File: src/rtl/fetch_unit_if.sv
// Instruction-memory request/ready channel between the fetch stage and imem.
interface fetch_unit_if;
  logic        imem_req;
  logic [31:0] imem_addr;
  logic        imem_ready;
  logic [31:0] imem_rdata;

  modport master (output imem_req, output imem_addr, input imem_ready, input imem_rdata);
  modport slave  (input imem_req, input imem_addr, output imem_ready, output imem_rdata);
endinterface

File: src/rtl/fetch_unit.sv
// MIPS IF stage: PC register, imem handshake, IF/ID register, delay-slot redirect.
// Optional fetch address alignment check enabled by defining FETCH_ALIGN_CHK_EN.
module fetch_unit #(
  parameter logic [31:0] RESET_PC = 32'h0000_3000,
  parameter logic [31:0] NOP_WORD = 32'h0000_0000
) (
  input  logic          clk,
  input  logic          reset,
  input  logic          stall,
  input  logic          redirect_valid,
  input  logic [31:0]   redirect_pc,
  fetch_unit_if.master  imem,
  output logic [31:0]   pc_f,
  output logic          valid_d,
  output logic [31:0]   instr_d,
  output logic [31:0]   pc_d,
  output logic [31:0]   pc8_d,
  output logic          exc_adel_d
);

  typedef enum logic {FETCH, HOLD} state_t;

  state_t      state, state_next;
  logic        pend_valid;
  logic [31:0] pend_pc;
  logic [31:0] ibuf;
  logic [31:0] next_pc;
  logic [31:0] deliver_word;
  logic [31:0] capture_word;
  logic        deliver, capture, bubble;
  logic        misaligned;
  logic        fetch_ok;

`ifdef FETCH_ALIGN_CHK_EN
  assign misaligned = (pc_f[1:0] != 2'b00);
`else
  assign misaligned = 1'b0;
`endif

  // A misaligned fetch never reaches imem; it completes at once as an exception bubble.
  assign fetch_ok     = imem.imem_ready | misaligned;
  assign capture_word = misaligned ? NOP_WORD : imem.imem_rdata;

  always_comb begin
    if (pend_valid)          next_pc = pend_pc;
    else if (redirect_valid) next_pc = redirect_pc;
    else                     next_pc = pc_f + 32'd4;
  end

  always_comb begin
    state_next    = state;
    imem.imem_req = 1'b0;
    deliver       = 1'b0;
    capture       = 1'b0;
    bubble        = 1'b0;
    deliver_word  = ibuf;
    case (state)
      FETCH: begin
        imem.imem_req = ~misaligned;
        if (fetch_ok) begin
          if (!stall) begin
            deliver      = 1'b1;
            deliver_word = capture_word;
          end else begin
            capture    = 1'b1;
            state_next = HOLD;
          end
        end else if (!stall) begin
          bubble = 1'b1;
        end
      end
      HOLD: begin
        if (!stall) begin
          deliver      = 1'b1;
          deliver_word = ibuf;
          state_next   = FETCH;
        end
      end
      default: state_next = FETCH;
    endcase
  end

  assign imem.imem_addr = pc_f;

  always_ff @(posedge clk) begin
    if (!reset) begin
      state      <= FETCH;
      pc_f       <= RESET_PC;
      pend_valid <= 1'b0;
      pend_pc    <= '0;
      ibuf       <= '0;
      valid_d    <= 1'b0;
      instr_d    <= NOP_WORD;
      pc_d       <= RESET_PC;
      pc8_d      <= RESET_PC + 32'd8;
    end else begin
      state <= state_next;
      if (capture) ibuf <= capture_word;
      if (deliver) begin
        valid_d    <= 1'b1;
        instr_d    <= deliver_word;
        pc_d       <= pc_f;
        pc8_d      <= pc_f + 32'd8;
        pc_f       <= next_pc;
        pend_valid <= 1'b0;
      end else begin
        if (bubble) begin
          valid_d <= 1'b0;
          instr_d <= NOP_WORD;
        end
        // Redirect seen without a delivery is remembered; a second one while pending is dropped.
        if (redirect_valid && !pend_valid) begin
          pend_valid <= 1'b1;
          pend_pc    <= redirect_pc;
        end
      end
    end
  end

`ifdef FETCH_ALIGN_CHK_EN
  always_ff @(posedge clk) begin
    if (!reset)       exc_adel_d <= 1'b0;
    else if (deliver) exc_adel_d <= misaligned;
    else if (bubble)  exc_adel_d <= 1'b0;
  end
`else
  assign exc_adel_d = 1'b0;
`endif

endmodule

File: src/flat_wrapper.sv
// flat-port wrapper written by rule: the top's interface ports become plain ports
module fetch_unit_flat 
#(
  parameter logic [31:0] RESET_PC = 32'h0000_3000,
  parameter logic [31:0] NOP_WORD = 32'h0000_0000
)
  (clk, reset, stall, redirect_valid, redirect_pc, pc_f, valid_d, instr_d, pc_d, pc8_d, exc_adel_d, imem_imem_req, imem_imem_addr, imem_imem_ready, imem_imem_rdata);
  fetch_unit_if imem_i ();
  input  logic clk;
  input  logic reset;
  input  logic stall;
  input  logic redirect_valid;
  input  logic [31:0] redirect_pc;
  output logic [31:0] pc_f;
  output logic valid_d;
  output logic [31:0] instr_d;
  output logic [31:0] pc_d;
  output logic [31:0] pc8_d;
  output logic exc_adel_d;
  output wire logic [$bits(imem_i.imem_req)-1:0] imem_imem_req;
  output wire logic [$bits(imem_i.imem_addr)-1:0] imem_imem_addr;
  input wire logic [$bits(imem_i.imem_ready)-1:0] imem_imem_ready;
  input wire logic [$bits(imem_i.imem_rdata)-1:0] imem_imem_rdata;
  assign imem_imem_req = imem_i.imem_req;
  assign imem_imem_addr = imem_i.imem_addr;
  assign imem_i.imem_ready = imem_imem_ready;
  assign imem_i.imem_rdata = imem_imem_rdata;
  fetch_unit #(.RESET_PC(RESET_PC), .NOP_WORD(NOP_WORD)) u_core (.clk(clk), .reset(reset), .stall(stall), .redirect_valid(redirect_valid), .redirect_pc(redirect_pc), .imem(imem_i), .pc_f(pc_f), .valid_d(valid_d), .instr_d(instr_d), .pc_d(pc_d), .pc8_d(pc8_d), .exc_adel_d(exc_adel_d));
endmodule
File: config.mk
export PLATFORM = sky130hd
export DESIGN_NAME = fetch_unit_flat
export DESIGN_NICKNAME = d
export VERILOG_FILES = /design/src/rtl/fetch_unit_if.sv /design/src/rtl/fetch_unit.sv /design/src/flat_wrapper.sv
export SDC_FILE = /design/constraint.sdc
export NUM_CORES = 1
export LEC_CHECK = 0
export ABC_AREA = 1
export CAP_MARGIN = 20
export CORE_UTILIZATION = 49
export DETAILED_ROUTE_END_ITERATION = 16
export PLACE_DENSITY = 0.8
export SLEW_MARGIN = 10
export SYNTH_ARGS = -nofsm -noshare
export SYNTH_HDL_FRONTEND = slang
export SYNTH_SLANG_ARGS = --single-unit
File: constraint.sdc
create_clock -name clk -period 2.3 [get_ports clk]
set_clock_uncertainty 0.15 [all_clocks]
set_input_delay 0.69 -clock clk [delete_from_list [all_inputs] [get_ports clk]]
set_output_delay 0.69 -clock clk [all_outputs]
set_load 0.01 [all_outputs]
Word-level counts from Yosys, hierarchy flattened:

Index checks and enable logic that the tools add are counted.

* bits in registers: 195
* latch bits: 0
* memory bits (writable): 0
* bits in read-only memories: 0
* bits of input ports: 69
* word-level logic and storage cells: 38
* memories: 0

* add/subtract/negate cells: 2
* multipliers: 0
* div/mod/pow operators: 0
* order comparisons: 0
* equality and inequality tests: 0
* shift operators: 0
* mux-type cells: 19
* bitwise logic cells: 3
* reductions and logical operators: 5

Operators with widths (number)
* $mux W32: 6
* $pmux W32 S2: 1
* $add A32 B3 Y32 const B: 1
* $add A32 B4 Y32 const B: 1
* $mux W1: 10
* $pmux W1 S2: 2
* $not A1 Y1: 3
* $reduce_and A2 Y1: 1
* $reduce_bool A2 Y1: 1
* $reduce_or A2 Y1: 1
* $logic_and A1 B1 Y1: 1
* $logic_not A1 Y1: 1

Depth between registers and ports, before layout:

Gate-level depths: netlist of run 1.

* word-level depth: 5
* gate-level depth with buffers: 10
* depth with buffers taken out: 10

Worst setup path after synthesis of run 1:

Ideal clock, no wire load.

* kind: input to register
* from: input reset
* to: register u_core.pend_pc[11]
* setup time: 0.132 ns
* arrival: 1.559 ns
* setup slack: 0.459 ns
* stages: 5
* buffers on the path: 3
* path through: buf_2 > inv_2 > clkbuf_1 > clkbuf_1 > a21oi_1

RTL lines
* from (decl): line flat_wrapper.sv:10 `input logic reset;`
* to (signal assigned): line fetch_unit.sv:114 `pend_pc <= redirect_pc;`
* to (decl): line fetch_unit.sv:25 `logic [31:0] pend_pc;`

No word-level cell between the ends.

Worst setup path after layout of run 1:

* from: register u_core.pc_f[15], in the netlist u_core.imem.imem_addr[15]
* to: output imem_imem_addr[15]

RTL lines
* from (decl): line fetch_unit.sv:13 `output logic [31:0] pc_f,`
* from (signal assigned): line fetch_unit.sv:104 `pc_f <= next_pc;`
* to (decl): line flat_wrapper.sv:21 `output wire logic [$bits(imem_i.imem_addr)-1:0] imem_imem_addr;`

No word-level cell between the ends.

==> qor.tcl, run 1 <==
set qor(critical_path_required_ns) 1.46
set qor(hold-path-cell-count) 2
set qor(cts-root-buf) {sky130_fd_sc_hd__clkbuf_16}
set qor(synth_top_cells_by_area) {sky130_fd_sc_hd__dfxtp_1, sky130_fd_sc_hd__nand2_1, sky130_fd_sc_hd__a21oi_1, sky130_fd_sc_hd__o21ai_0, sky130_fd_sc_hd__inv_1}
set qor(boundaryPins) 232
set qor(cp.arrival_ns) 1.43
set qor(num_vias) 9359
set qor(h_tree_levels) 4
set qor(portBuffers) 230
set qor(postSynthNetCount) 1302
set qor(total_leakage_power_nw) 4.73
set qor(grt_use_total_pct) 30.5
set qor(layout.cells.most_common_list) {sky130_fd_sc_hd__nand2_1, sky130_fd_sc_hd__clkdlybuf4s50_1, sky130_fd_sc_hd__dfxtp_1}
set qor(average_wire_per_standard_cell_um) 16.9
set qor(cts_clk_pin_slew_worst_paths_ns) 0.07
set qor(drt_iter0_drc) 1115
set qor(fin_crit_sh_pct) 98.6
set qor(synth.distinct_cells) 38
set qor(critPathSlowestCell) {sky130_fd_sc_hd__clkdlybuf4s50_1}
set qor(number_of_global_route_vias_before_repair) 8619
set qor(timing_hold_violations_final) 0
set qor(syn_area_per_cell_um2) 7.17
set qor(synth.yosys.seq_area_share_pct) 43.6
set qor(cpLargestDelayFamily) {buffers and inverters}
set qor(beginning_of_the_worst_hold_path) {u_core.ibuf[6]}
set qor(hold_class) {register to register}
set qor(timing.critical_path.slowest_cell_delay_ns) 0.57
set qor(maxSlewViolCount) 0
set qor(core_region_area_mm2) 0.0174
set qor(finalPower_w) 0.00855
set qor(finalWorstPathRequiredPeriod_ns) 2.27
set qor(dpl_worst_slack_ns) -0.284
set qor(antenna_cells_inserted) 0
set qor(fillers) 1437
set qor(die-area_mm2) 0.0185
set qor(timing.critical_path.fanout_max) 6
set qor(power_density_mw_per_mm2) 694
set qor(area.growth.synth_to_final_pct) 39.6
set qor(global_route_total_overflow) 0
set qor(rows) 48
set qor(category_of_the_worst_setup_path_launch_point) {register}
set qor(final.setup.worst_slack_ns) 0.0325
set qor(max-vdd-ir-drop_uv) 588
set qor(outcome) {complete, no violations}
set qor(multi_input_comb_area_mm2) 0.00400
set qor(cts_buffers) 17
set qor(drc_errors) 0
set qor(tritoncts_num_sinks) 192
set qor(antenna_found_initial) 0
set qor(drt_wl_total_mm) 28.6
set qor(grt_max_degree) 60
set qor(reg2reg_depth) 10
set qor(layout.area.seq_mm2) 0.00389
set qor(number_of_search_and_repair_iterations_in_the_first_detailed_routing_pass) 6
set qor(yosys.area.top_type) {sky130_fd_sc_hd__dfxtp_1}
set qor(fin_worst_hold_slack_ns) 0.302
set qor(cp_num_cells) 1
set qor(synthDominantCellAreaShare_pct) 43.6
set qor(first_pass_grt_wire_length_mm) 44.1
set qor(critPathCaptureType) {primary output}
set qor(antenna_violating_nets_post_route) 0
set qor(postSynthRegisterBits) 192
set qor(maxCapViolations) 0
set qor(postSynthCellCount) 1231
set qor(tritoncts_clock_tree) {done}
set qor(clock_path_buffers) 2
set qor(critical_path.startpoint) {u_core.imem.imem_addr[15]}
set qor(place_congestion) 0.992
set qor(critical_path.n_buffers_inverters) 1
set qor(crit_path_cell_trace) {clkdlybuf4s50_1}
set qor(clk-insertion-delay-late_ns) 0.43
set qor(unrepaired_setup_endpoints_after_global_routing) {no}
set qor(worstReg2RegStart) {u_core.imem.imem_addr[3]}
set qor(clock.fmax_mhz) 441
set qor(timing.setup.critical_path_class) {register to primary output}
set qor(drive_above_1_share_pct) 12.3
set qor(dieHeight_um) 136
set qor(effective_utilization_at_floorplan_pct) 50.7
set qor(cts-hold-fix-buffers) 0
set qor(report.final.setup_viol) 0
set qor(per_cell_via_count_in_the_routed_design) 5.52
set qor(yosys_warning_total) 0
set qor(synthesis.area_mm2) 0.00882
set qor(mostFrequentLayoutCell) {sky130_fd_sc_hd__nand2_1}
set qor(die_width_um) 136
set qor(finish.net_count) 1527
set qor(dpl.hpwl_mm) 20.6
logic make-up (layout without fill, tap and decap cells):
kind of cell,count (synthesis),count (layout),share of synthesized area [%]
buf+inv,217,455,11.2
compound gates,356,356,22.2
flops,192,192,43.6
xor+xnor,8,8,0.794
other cells,1,1,0.0425
fa+ha+maj,2,2,0.284
simple gates,455,455,22.0
metrics by stage:
step	TNS, ns	std cells	instance area, µm²	util [%]
after detailed placement	-16.69	1662	11600	66.4
after CTS	0	1694	12300	70.6
final	0	1694	12300	70.7
after global routing	0	1694	12300	70.7
after global placement	-9.76	1662	11600	66.4
after floorplan	0	1231	8820	-
registers in the layout, summed over array words and instances, names as in the netlist:
| name | flops |
|---|---|
| u_core.imem.imem_addr | 32 |
| u_core.state | 1 |
| u_core.pend_pc | 32 |
| u_core.valid_d | 1 |
| u_core.ibuf | 32 |
| u_core.pc8_d | 32 |
| u_core.instr_d | 32 |
| u_core.pend_valid | 1 |
| u_core.pc_d | 29 |
timing repair:
item                                    4_1_cts  5_1_grt
endpoints found under the setup margin       35       14
resized for setup                            23        9
pin swaps                                     0        0
buffers inserted                              0        0
per-layer routing:
layer	global-route usage (%)	routed length (µm)	part of all wire (%)	vias to the layer above
met1	40.6	11900	41	4348
met4	10.6	705	2.5	0
met2	49.4	13700	48	448
li1	-	-	-	4502
met3	5.52	2360	8.3	61
met5	0	0	0	-
cells in the mapped netlist, drive strengths merged:
| cell | n |
|---|---|
| nand2 | 257 |
| dfxtp | 192 |
| a21oi | 167 |
| o21ai | 133 |
| nor2 | 118 |
| inv | 110 |
| nand3 | 63 |
| buf | 57 |
| clkbuf | 50 |
| a221oi | 21 |
| nor3 | 9 |
| a31oi | 8 |
| a211oi | 7 |
| nand4 | 7 |
| a22oi | 6 |
| xnor2 | 5 |
| a22o | 3 |
| o211ai | 3 |
| o31ai | 3 |
| xor2 | 3 |
| a32o | 2 |
| ha | 2 |
| a41oi | 1 |
| conb | 1 |
| nand3b | 1 |
| o221ai | 1 |
| o22ai | 1 |
power breakdown:
group,total (W),switching (W),internal (W)
Sequential,0.00366,0.000150,0.00351
Clock,0.00355,0.00135,0.00220
Combinational,0.00134,0.000691,0.000647
final cells by class:
type	count	share of cell area, %
clock buffers	18	3.56
clock inverters	14	2.19
inverters	110	3.35
multi-input cells	822	32.5
flip-flops and latches	192	31.6
well taps	225	2.29
repair buffers	313	24.5
worst paths after layout:
path	endpoint	slack, ns
setup / recovery	imem_imem_addr[15]	0.03
hold / removal	u_core.ibuf[6]	0.30
setup reg to reg	u_core.pc8_d[25]	0.23
hold reg to reg	u_core.ibuf[6]	0.30
Note: power is estimated with default switching activity, not from simulation.
==> inputs of run 2 (changes only) <==
Settings changed: GPL_ROUTABILITY_DRIVEN set to 0, SKIP_CTS_REPAIR_TIMING set to 1, SKIP_LAST_GASP set to 1.
==> run 2 against run 1 <==
  * Cell count shrank 0.24%
  * Total power shrank 5.0%
  * Global-route usage shrank 0.42 points
  * Largest cell class unchanged
  * Core utilization shrank 0.67 points
  * Critical path depth is the same
  * Hold slack lost 0.00064 ns
  * Wire length shrank 1.7%
  * Highest routed layer unchanged
  * Clock power shrank 12%
  * Worst setup slack lost 0.020 ns
  * Design area shrank 0.94%
==> qor.tcl, run 2 (synthesis results as in run 1) <==
set qor(outcome) {complete, no violations}
set qor(h_tree_levels) 4 ;# unchanged
set qor(min_delay_worst_endpoint) {u_core.ibuf[7]}
set qor(num_vias) 9319 ;# -0.43%
set qor(critical_path_required_ns) 1.46 ;# about the same
set qor(boundaryPins) 232 ;# unchanged
set qor(multi_input_comb_area_mm2) 0.00400 ;# unchanged
set qor(clk-insertion-delay-late_ns) 0.44 ;# about the same
set qor(regToRegSetupSlack_ns) 0.25 ;# +0.02 ns
set qor(fillers) 1421 ;# -1.1%
set qor(tritoncts_clock_tree) {done}
set qor(hold_class) {register to register}
set qor(cp.arrival_ns) 1.45 ;# +0.02 ns
set qor(mostFrequentLayoutCell) {sky130_fd_sc_hd__nand2_1}
set qor(total_leakage_power_nw) 4.70 ;# -0.67%
set qor(timing.setup.critical_path_class) {register to primary output}
set qor(die-area_mm2) 0.0185 ;# unchanged
set qor(worstReg2RegStart) {u_core.pend_valid}
set qor(rows) 48 ;# unchanged
set qor(number_of_search_and_repair_iterations_in_the_first_detailed_routing_pass) 5 ;# -1
set qor(dpl.hpwl_mm) 20.1 ;# -2.4%
set qor(max-vdd-ir-drop_uv) 590 ;# +0.35%
set qor(global_route_total_overflow) 0 ;# unchanged
set qor(drt_wl_total_mm) 28.1 ;# -1.7%
set qor(beginning_of_the_worst_hold_path) {u_core.ibuf[7]}
set qor(fin_crit_sh_pct) 99.5 ;# +0.86 points
set qor(timing_hold_violations_final) 0 ;# unchanged
set qor(antenna_violating_nets_post_route) 0 ;# unchanged
set qor(drive_above_1_share_pct) 11.9 ;# -0.31 points
set qor(per_cell_via_count_in_the_routed_design) 5.51 ;# -0.19%
set qor(critical_path.n_buffers_inverters) 1 ;# unchanged
set qor(category_of_the_worst_setup_path_launch_point) {register}
set qor(timing.critical_path.fanout_max) 8 ;# +2
set qor(numPlacedInstances) 1658 ;# -0.24%
set qor(drt_iter0_drc) 1091 ;# -2.2%
set qor(cpLargestDelayFamily) {buffers and inverters}
set qor(drc_errors) 0 ;# unchanged
set qor(clock_path_buffers) 2 ;# unchanged
set qor(antenna_found_initial) 0 ;# unchanged
set qor(report.final.setup_viol) 0 ;# unchanged
set qor(area.growth.synth_to_final_pct) 38.3
set qor(rr_endpoint) {u_core.imem.imem_addr[27]}
set qor(finish.net_count) 1523 ;# -0.26%
set qor(maxCapViolations) 0 ;# unchanged
set qor(critical_path.startpoint) {u_core.imem.imem_addr[10]}
set qor(cts_clk_pin_slew_worst_paths_ns) 0.07 ;# about the same
set qor(critPathCaptureType) {primary output}
set qor(clock.fmax_mhz) 437 ;# -0.87%
set qor(post_route_insts_no_fill) 1690 ;# -0.24%
set qor(dieHeight_um) 136 ;# unchanged
set qor(cts-root-buf) {sky130_fd_sc_hd__clkbuf_16}
set qor(hold-path-cell-count) 2 ;# unchanged
set qor(average_wire_per_standard_cell_um) 16.6 ;# -1.5%
set qor(first_pass_grt_wire_length_mm) 43.6 ;# -1.3%
set qor(antenna_cells_inserted) 0 ;# unchanged
set qor(maxSlewViolCount) 0 ;# unchanged
set qor(power_density_mw_per_mm2) 666 ;# -4.1%
set qor(timing.critical_path.slowest_cell_delay_ns) 0.57 ;# about the same
set qor(crit_path_cell_trace) {clkdlybuf4s50_1}
set qor(die_width_um) 136 ;# unchanged
set qor(grt_use_total_pct) 30.1 ;# -0.42 points
set qor(critPathSlowestCell) {sky130_fd_sc_hd__clkdlybuf4s50_1}
set qor(layout.area.seq_mm2) 0.00388 ;# -0.35%
set qor(portBuffers) 230 ;# unchanged
set qor(layout.cells.most_common_list) {sky130_fd_sc_hd__nand2_1, sky130_fd_sc_hd__clkdlybuf4s50_1, sky130_fd_sc_hd__dfxtp_1}
set qor(cts_buffers) 17 ;# unchanged
set qor(reg2reg_depth) 5 ;# -5
set qor(finalPower_w) 0.00812 ;# -5.0%
set qor(tightestPinTransition_ns) 0.500
set qor(slew_headroom_pct) 66.6
set qor(number_of_global_route_vias_before_repair) 8515 ;# -1.2%
set qor(effective_utilization_at_floorplan_pct) 50.7 ;# unchanged
set qor(core_region_area_mm2) 0.0174 ;# unchanged
set qor(grt_max_degree) 57 ;# -5.0%
set qor(finalWorstPathRequiredPeriod_ns) 2.29 ;# +0.0199 ns
set qor(tritoncts_num_sinks) 192 ;# unchanged
## run 2: cell count changes in the layout (fill, tap and decap cells not counted), sizes merged
cell / previous run / this run
buf: 84 / 80
bufinv: 7 / 3
clkbuf: 18 / 19
clkdlybuf4s50: 226 / 225
clkinv: 2 / 3
clkinvlp: 0 / 2
dlygate4sd2: 2 / 0
dlymetal6s2s: 1 / 4
## run 2: how the worst max path moves through the flow
stage | slack, ns | depth (start not counted) | endpoint
final | 0.01 | 1 | imem_imem_addr[10]
after global routing | -0.005 | 1 | pc_f[7]
after CTS | -0.18 | 1 | pc_f[13]
after detailed placement | -0.28 | 6 | u_core.imem.imem_addr[27]
after global placement | -0.24 | 6 | u_core.imem.imem_addr[27]
after floorplan | 0.46 | 5 | u_core.pend_pc[11]
## run 2: routing by layer
layer  GRT usage, %  share of wire [%]
met2           47.1                 46
met1           40.2                 43
met4           13.1                3.2
met3           5.70                7.9
met5              0                  0
## run 2: worst reg2reg max path, delay by kind of cell (launching register included)
| family | cells | cell delay (ns) |
|---|---|---|
| flops | 1 | 0.63 |
| compound gates | 2 | 0.62 |
| simple gates | 1 | 0.11 |
| buf+inv | 2 | 0.41 |
## run 2: final cells by class
class / count / share of cell area, %
Multi-Input combinational cell: 822 / 32.8
Sequential cell: 192 / 31.8
Timing Repair Buffer: 309 / 24.6
Clock buffer: 19 / 3.71
Inverter: 110 / 3.38
Tap cell: 225 / 2.31
Clock inverter: 13 / 1.43
## run 2: report_power, final
part | internal [W] | switching [W]
registers | 0.00351 | 0.000147
logic | 0.000642 | 0.000688
clock network | 0.00179 | 0.00134
## run 2: per-stage QoR
stage / TNS, ns / utilization (%) / area [µm²] / setup slack [ns] / hold WS, ns
4_1_cts: -2.65 / 69.8 / 12200 / -0.177 / 0.303
5_1_grt: -0.00894 / 70.1 / 12200 / -0.00485 / 0.322
3_3_place_gp: -12.30 / 66.2 / 11500 / -0.243 / 0.282
2_1_floorplan: 0 / - / 8820 / 0.459 / 0.273
3_5_place_dp: -21.46 / 66.2 / 11500 / -0.281 / 0.285
6_report: 0 / 70.1 / 12200 / 0.0126 / 0.301
